$ cat src/rtl/uart_tx_arbiter.sv
`default_nettype none
// ============================================================================
//  Module      : uart_tx_arbiter
//  Description : Round-robin arbiter sharing one UART transmitter between
//                NUM_REQ byte producers, with optional packet lock and a
//                start/busy handshake sequencer (busy arrives registered).
//  Revision    : 1.0 - initial release
// ============================================================================
module uart_tx_arbiter #(
    parameter int NUM_REQ      = 2,
    parameter int ID_WIDTH     = 1,
    parameter int BUSY_TIMEOUT = 4
) (
    input  logic                    clk,
    input  logic                    rst,
    input  logic [NUM_REQ-1:0]      req_valid,
    input  logic [NUM_REQ*8-1:0]    req_data,
    input  logic [NUM_REQ-1:0]      req_last,
    output logic [NUM_REQ-1:0]      req_ready,
    output logic                    tx_start,
    output logic [7:0]              tx_data,
    input  logic                    tx_busy,
    output logic [ID_WIDTH-1:0]     grant_id,
    output logic                    locked
);

    localparam int c_CTR_W = $clog2(BUSY_TIMEOUT) + 1;
    localparam logic [c_CTR_W-1:0] c_CTR_LAST = c_CTR_W'(BUSY_TIMEOUT - 1);

    localparam logic [1:0] c_ST_IDLE      = 2'd0;
    localparam logic [1:0] c_ST_START     = 2'd1;
    localparam logic [1:0] c_ST_WAIT_BUSY = 2'd2;
    localparam logic [1:0] c_ST_WAIT_DONE = 2'd3;

    // Registered state
    logic [1:0]          r_state_q;
    logic [c_CTR_W-1:0]  r_ctr_q;
    logic [7:0]          r_tx_data_q;
    logic [ID_WIDTH-1:0] r_grant_id_q;
    logic                r_locked_q;
    logic [ID_WIDTH-1:0] r_ptr_q;
    logic                r_tx_start_q;

    // Next-state values
    logic [1:0]          w_state_d;
    logic [c_CTR_W-1:0]  w_ctr_d;
    logic [7:0]          w_tx_data_d;
    logic [ID_WIDTH-1:0] w_grant_id_d;
    logic                w_locked_d;
    logic [ID_WIDTH-1:0] w_ptr_d;
    logic                w_tx_start_d;

    // Arbitration
    logic                w_cand_valid;
    logic [ID_WIDTH-1:0] w_cand_sel;
    logic [ID_WIDTH-1:0] w_scan_sel;
    int                  w_scan_idx;
    logic                w_accept;
    logic [NUM_REQ-1:0]  w_req_ready;

    // Pick the candidate: the lock owner only, or the first valid requester
    // at or after the round-robin pointer (pointer tracks grant_id+1, and is
    // 0 straight out of reset so requester 0 wins first).
    always_comb begin
        w_cand_valid = 1'b0;
        w_cand_sel   = '0;
        w_scan_idx   = 0;
        w_scan_sel   = '0;
        if (r_locked_q) begin
            w_cand_sel   = r_grant_id_q;
            w_cand_valid = req_valid[r_grant_id_q];
        end else begin
            for (int k = 0; k < NUM_REQ; k++) begin
                w_scan_idx = int'(r_ptr_q) + k;
                if (w_scan_idx >= NUM_REQ) begin
                    w_scan_idx = w_scan_idx - NUM_REQ;
                end
                w_scan_sel = ID_WIDTH'(w_scan_idx);
                if (!w_cand_valid && req_valid[w_scan_sel]) begin
                    w_cand_valid = 1'b1;
                    w_cand_sel   = w_scan_sel;
                end
            end
        end
    end

    // A byte transfers only from IDLE while the transmitter reports idle
    assign w_accept = (r_state_q == c_ST_IDLE) && !tx_busy && w_cand_valid;

    // One-hot ready toward the selected requester on the transfer cycle
    always_comb begin
        w_req_ready = '0;
        if (w_accept) begin
            w_req_ready[w_cand_sel] = 1'b1;
        end
    end

    // Handshake sequencer and accept-side bookkeeping
    always_comb begin
        w_state_d    = r_state_q;
        w_ctr_d      = r_ctr_q;
        w_tx_data_d  = r_tx_data_q;
        w_grant_id_d = r_grant_id_q;
        w_locked_d   = r_locked_q;
        w_ptr_d      = r_ptr_q;
        w_tx_start_d = 1'b0;
        case (r_state_q)
            c_ST_IDLE: begin
                if (w_accept) begin
                    w_tx_data_d  = req_data[8*int'(w_cand_sel) +: 8];
                    w_grant_id_d = w_cand_sel;
                    w_locked_d   = ~req_last[w_cand_sel];
                    w_ptr_d      = (int'(w_cand_sel) == NUM_REQ - 1) ? '0
                                                                     : w_cand_sel + 1'b1;
                    w_tx_start_d = 1'b1;
                    w_state_d    = c_ST_START;
                end
            end
            c_ST_START: begin
                w_ctr_d   = '0;
                w_state_d = c_ST_WAIT_BUSY;
            end
            c_ST_WAIT_BUSY: begin
                if (tx_busy) begin
                    w_state_d = c_ST_WAIT_DONE;
                end else begin
                    // Busy never showed up: give the byte up as sent
                    w_ctr_d = r_ctr_q + 1'b1;
                    if (r_ctr_q == c_CTR_LAST) begin
                        w_state_d = c_ST_IDLE;
                    end
                end
            end
            c_ST_WAIT_DONE: begin
                if (!tx_busy) begin
                    w_state_d = c_ST_IDLE;
                end
            end
            default: begin
                w_state_d = c_ST_IDLE;
            end
        endcase
    end

    // State registers with synchronous reset
    always_ff @(posedge clk) begin
        if (rst) begin
            r_state_q    <= c_ST_IDLE;
            r_ctr_q      <= '0;
            r_tx_data_q  <= 8'h00;
            r_grant_id_q <= '0;
            r_locked_q   <= 1'b0;
            r_ptr_q      <= '0;
            r_tx_start_q <= 1'b0;
        end else begin
            r_state_q    <= w_state_d;
            r_ctr_q      <= w_ctr_d;
            r_tx_data_q  <= w_tx_data_d;
            r_grant_id_q <= w_grant_id_d;
            r_locked_q   <= w_locked_d;
            r_ptr_q      <= w_ptr_d;
            r_tx_start_q <= w_tx_start_d;
        end
    end

    assign req_ready = w_req_ready;
    assign tx_start  = r_tx_start_q;
    assign tx_data   = r_tx_data_q;
    assign grant_id  = r_grant_id_q;
    assign locked    = r_locked_q;

endmodule
`default_nettype wire

$ cat config.mk
export PLATFORM = sky130hd
export DESIGN_NAME = uart_tx_arbiter
export DESIGN_NICKNAME = d
export VERILOG_FILES = /design/src/rtl/uart_tx_arbiter.sv
export SDC_FILE = /design/constraint.sdc
export NUM_CORES = 1
export LEC_CHECK = 0
export CAP_MARGIN = 20
export CORE_MARGIN = 8
export CORE_UTILIZATION = 43
export CTS_BUF_LIST = sky130_fd_sc_hd__clkbuf_2
export DETAILED_ROUTE_END_ITERATION = 16
export PLACE_DENSITY = 0.8
export SLEW_MARGIN = 20
export SYNTH_ARGS = -nofsm -noshare
export SYNTH_HDL_FRONTEND = slang
export SYNTH_SLANG_ARGS = --single-unit
$ cat constraint.sdc
create_clock -name clk -period 2.6 [get_ports clk]
set_clock_uncertainty 0.15 [all_clocks]
set_input_delay 0.65 -clock clk [delete_from_list [all_inputs] [get_ports clk]]
set_output_delay 0.65 -clock clk [all_outputs]
set_load 0.02 [all_outputs]
=== Word-level counts from Yosys, hierarchy flattened ===
Cells that the tools add are included.

* Register bits after elaboration: 17
* Input port bits: 23
* Output and inout port bits: 13
* Logic and storage cells: 73

* $add $sub $neg: 5
* Magnitude comparators: 7
* Equality and inequality tests: 8
* Shift operators: 1
* Multiplexer cells: 31
* Bitwise gates (word level): 2
* Reductions and logical operators: 12

{| class="wikitable"
|+ Operators with widths
! cell !! number
|-
| 2-to-1 mux 1 bit || 22
|-
| indexed part select 16 x 5 -> 8 bit || 1
|-
| 2-to-1 mux 2 bit || 5
|-
| less-than comparator 1 x 2 -> 1 bit (second input constant) || 4
|-
| case mux 2 bit (4 select lines) || 1
|-
| inequality test 2 bit (second input constant) || 3
|-
| case mux 3 bit (2 select lines) || 1
|-
| equality test 2 bit (second input constant) || 2
|-
| logical AND 1 bit || 4
|-
| AND reduction 2 bit || 2
|-
| adder 3 x 1 -> 3 bit (second input constant) || 1
|-
| equality test 3 x 2 -> 1 bit (second input constant) || 1
|-
| 2-to-1 mux 3 bit || 1
|-
| inequality test 3 bit (second input constant) || 1
|-
| AND reduction 3 bit || 1
|-
| adder 1 x 1 -> 2 bit (second input constant) || 1
|-
| equality test 2 x 1 -> 1 bit (second input constant) || 1
|-
| >= comparator 1 x 2 -> 1 bit (second input constant) || 1
|-
| >= comparator 2 bit (second input constant) || 1
|-
| zero test 1 bit || 2
|-
| zero test 2 bit || 1
|-
| inverter 1 bit || 2
|-
| nonzero test 2 bit || 1
|-
| OR reduction 2 bit || 1
|-
| 4 further kinds || 5
|}

=== Depth between registers and ports, before layout ===
Gate-level depths: netlist of the first run.

* Depth in word-level cells: 16
* Gate-level depth with buffers: 6

=== Worst setup path before layout of the first run ===
No wires, ideal clock.

* Path kind: input to output
* Start: input tx_busy
* End: output req_ready[1]
* Arrival: 1.837 ns
* Data required time: 1.800 ns
* Setup slack: -0.037 ns
* Stages: 4
* Buffers on the path: 1
* Cell sequence: or2_1 a2111oi_4 buf_6 nor2b_1

* Word-level cells in the longest chain between the ends: 4

{| class="wikitable"
|+ RTL lines
! item !! line !! source
|-
| from (decl) || 22 || <nowiki>input logic tx_busy,</nowiki>
|-
| zero test 1 bit || - ||
|-
| logical AND 1 bit (2 in series) || 88 || <nowiki>assign w_accept = (r_state_q == c_ST_IDLE) && !tx_busy && w_cand_valid;</nowiki>
|-
| 2-to-1 mux 2 bit || 93 || <nowiki>if (w_accept) begin</nowiki>
|-
| to (decl) || 19 || <nowiki>output logic [NUM_REQ-1:0] req_ready,</nowiki>
|}

No other way between the ends.

=== Worst setup path in the final report of the first run ===
* Start: input req_valid[0]
* End: output req_ready[1]

* Word-level cells in the longest chain between the ends: 13
* Elaborated cells on any way between the ends: 22
* Those cells by class: order compare (2); mux (16); reduce/logical (4)

{| class="wikitable"
|+ RTL lines
! item !! line !! source
|-
| from (decl) || 16 || <nowiki>input logic [NUM_REQ-1:0] req_valid,</nowiki>
|-
| 2-to-1 mux 1 bit (not written as such) (2 in series) || 79 || <nowiki>if (!w_cand_valid && req_valid[w_scan_sel]) begin</nowiki>
|-
| 2-to-1 mux 1 bit || 79 ||
|-
| 2-to-1 mux 1 bit || 69 || <nowiki>if (r_locked_q) begin</nowiki>
|-
| zero test 1 bit || 79 ||
|-
| logical AND 1 bit || 79 ||
|-
| 2-to-1 mux 1 bit || 79 ||
|-
| 2-to-1 mux 1 bit || 69 ||
|-
| less-than comparator 1 x 2 -> 1 bit (not written as such) / >= comparator 1 bit (equally long branches) || 94 || <nowiki>w_req_ready[w_cand_sel] = 1'b1;</nowiki>
|-
| logical AND 1 bit (not written as such) || 94 ||
|-
| 2-to-1 mux 1 bit (not written as such) || 94 ||
|-
| demux 1 bit (select 1 bit) || 94 ||
|-
| 2-to-1 mux 2 bit * || 93 ||
|}

Every way passes the cells marked *; elsewhere a longest branch is shown, timed or not. The select of a mux whose other input is x is not followed.

==> metrics.txt, run 1 <==
number of max-cap violations 0; Syn Inst Count 87; VDD IR max 0.352 mV; total power 0.000656 W; largest area contributor in the netlist dfxtp_1; Seq/Total Area, Yosys 0.394; placed cells 152; DR WL/cell 13.7 um; Area growth syn-to-layout 53.4%; Clock Sinks 17; ys flop type dfxtp_1; DR vias 768; Hold Startpoint r_ptr_q; Initial Util 0.450; synthesis warning total 0; largest family of logic cells by synthesized area compound AO/OA/AOI/OAI gates; Final HPWL DP 1750 um; initial antenna violation count 0; top-level I/O count 36; total CTS buffers 3; final hold slack 0.368 ns; port bufs 35; reg-to-reg endpoint tx_data[1]; Hold WC Path Type reg -> reg; FMAX 404 MHz; CTS Hold Bufs 0; row cnt 16; vias per cell 4.86; post-synthesis adder-cell area fraction 0.0289; vias in the first global route 767; worst-skew pair later-pin latency 0.29 ns; die area 3700 um2; hold depth 2; CP bufs+invs 2; largest net degree at the start of global routing 17; Slew HR 0.751; Final Critical Period 2.48 ns; most numerous cell in the Yosys netlist nor2_1; worst-path fanout max 3; core area 1920 um2; setup slack, reg-to-reg 0.85 ns; RSZ-0062 raised after global routing no; R2R cell count 6; Crit Path Class in -> out; layout cell share with drive strength beyond 1 0.229; crit-path max cell delay 0.33 ns; FF+latch count, synth 17; Slew Limit Fails 0; CTS tree done; syn_area_per_cell 9.94 um2; RR Startpoint grant_id; ANT nets after route 0; Die Ht 60.8 um; crit-path cells dlygate4sd2_1, mux2i_2, a2111oi_4, nor2b_2, buf_6; GRT Util Overall 0.119; Post-synth EDFFs 0; WP data arrival 1.68 ns; CTS root buf clkbuf_2; Worst setup EP type output pin; non-filler cells, final 158; Unique masters post-synth 23; mux cell area share after synthesis 0.151; drt pass-1 iters 4; Power Density 495 nW/um2; Pleak 0.551 nW; Synth top cells by count nor2_1, dfxtp_1, mux2i_1, a211oi_2; global-route wire length before repair 3350 um; compound-gate portion of the synthesized area 0.213; GRT overflow 0; syn_nets 112; Final period util 0.953; Hold EP r_ptr_q; Final setup viols 0; CTS clock-pin slew for the worst setup and hold paths 0.18 ns; status complete, no violations; H-tree depth 1; area share of the largest cell type after synthesis 0.394; diode count 0; CP max-delay cell a2111oi_4; routed wire length 2160 um; Die Width 60.8 um; Async SR Flop Fraction 0; Worst Path Required 1.80 ns; worst-margin pin slew 0.374 ns; top area cells in the synthesized netlist dfxtp_1, mux2i_1, a211oi_2, nor2_1, a2111oi_4; routability congestion estimate 0.785; Final #Nets 157; xor-xnor portion of the synthesized cell area 0; Initial DRC Count 6; critical path startpoint category input pin; Clock Path Buffers 2; fillers 167; Post-Synth Simple-Gate Area 0.168; Largest delay share family, worst path buffers and inverters; DRC 0; final count of hold timing violations 0; Mapped Area 865 um2
[layer usage]
metal	routed length, um	global-route usage
met1	905	0.127
met2	1100	0.214
met3	123	0.0275
met4	30	0.0598
met5	0	0
[worst max-delay path by stage]
stage,startpoint,endpoint,slack (ns),cells past startpoint
detailed placement,tx_busy,req_ready[0],-0.72,5
global placement,tx_busy,req_ready[1],-0.72,5
floorplan,tx_busy,req_ready[1],0.05,4
CTS,tx_busy,req_ready[1],0.02,5
global route,req_valid[0],req_ready[1],0.05,5
finish,req_valid[0],req_ready[1],0.12,5
[logic make-up after synthesis]
kind of cell / count (synthesis)
and+or+nand+nor: 31
AOI/OAI and AO/OA: 17
DFF: 17
muxes: 13
buffers and inverters: 7
adders and majority gates: 2
[area by class of cell]
cell class                      instances  area, um2  share of cell area
Tap cell                               27       33.8              0.0255
Inverter                                1       3.75             0.00283
Sequential cell                        17        340               0.257
Timing Repair Buffer                   46        433               0.326
Multi-Input combinational cell         63        495               0.374
Clock buffer                            3       15.0              0.0113
Clock inverter                          1       5.00             0.00377
[worst reg2reg max path, delay by kind of cell, from the launching register on]
family                 cells  cell delay (ns)
buffers and inverters      2             0.39
multiplexers               1             0.17
AO/OA/AOI/OAI              2             0.51
AND/OR/NAND/NOR            1             0.09
flip-flops                 1             0.36
[through the flow]
step	setup slack (ns)	area (um2)	utilization	TNS, ns
floorplan	0.0550	867	-	0
global placement	-0.721	1280	0.667	-1.43
detailed placement	-0.720	1280	0.667	-1.44
CTS	0.0176	1330	0.690	0
global route	0.0508	1330	0.690	0
finish	0.122	1330	0.690	0
[power breakdown]
part           internal [W]  switching [W]
Sequential         0.000284      0.0000171
Combinational      0.000130       0.000105
Clock             0.0000349      0.0000851
Total              0.000449       0.000207
[sequential cells by signal (all words and copies together) (netlist names)]
signal     cells
tx_data        8
r_ctr_q        3
r_state_q      2
grant_id       1
locked         1
r_ptr_q        1
tx_start       1
[timing repair]
item,in CTS,in global routing
resized for setup,19,0
pin swaps,3,1
setup buffers,2,0
hold endpoints to repair,0,0
endpoints found under the setup margin,2,2
[placed cells by master (no fill, tap or decap)]
master	instances
nor2b_2	1
nor2_1	20
a211oi_2	8
nand2b_1	3
a21oi_1	3
ha_1	2
and2b_1	1
buf_4	11
and2_1	1
clkdlybuf4s50_1	30
dfxtp_1	17
clkbuf_2	3
nand3b_1	1
clkinv_2	1
mux2i_2	1
clkdlybuf4s15_1	1
a22oi_1	1
buf_6	2
or2_4	1
nor3_1	1
a2bb2oi_1	2
a211oi_1	1
a2111oi_4	1
o2bb2ai_1	1
dlygate4sd2_1	2
inv_1	1
mux2i_1	12
and2_4	1
nor2b_1	1
Note: power is estimated with default switching activity, not from simulation.
==> run 2: changes to the inputs <==
CTS_CLUSTER_DIAMETER = 120   (was default)
==> results of run 2 <==
Same layout as run 1: the final DEF is identical, and so are final timing and power.
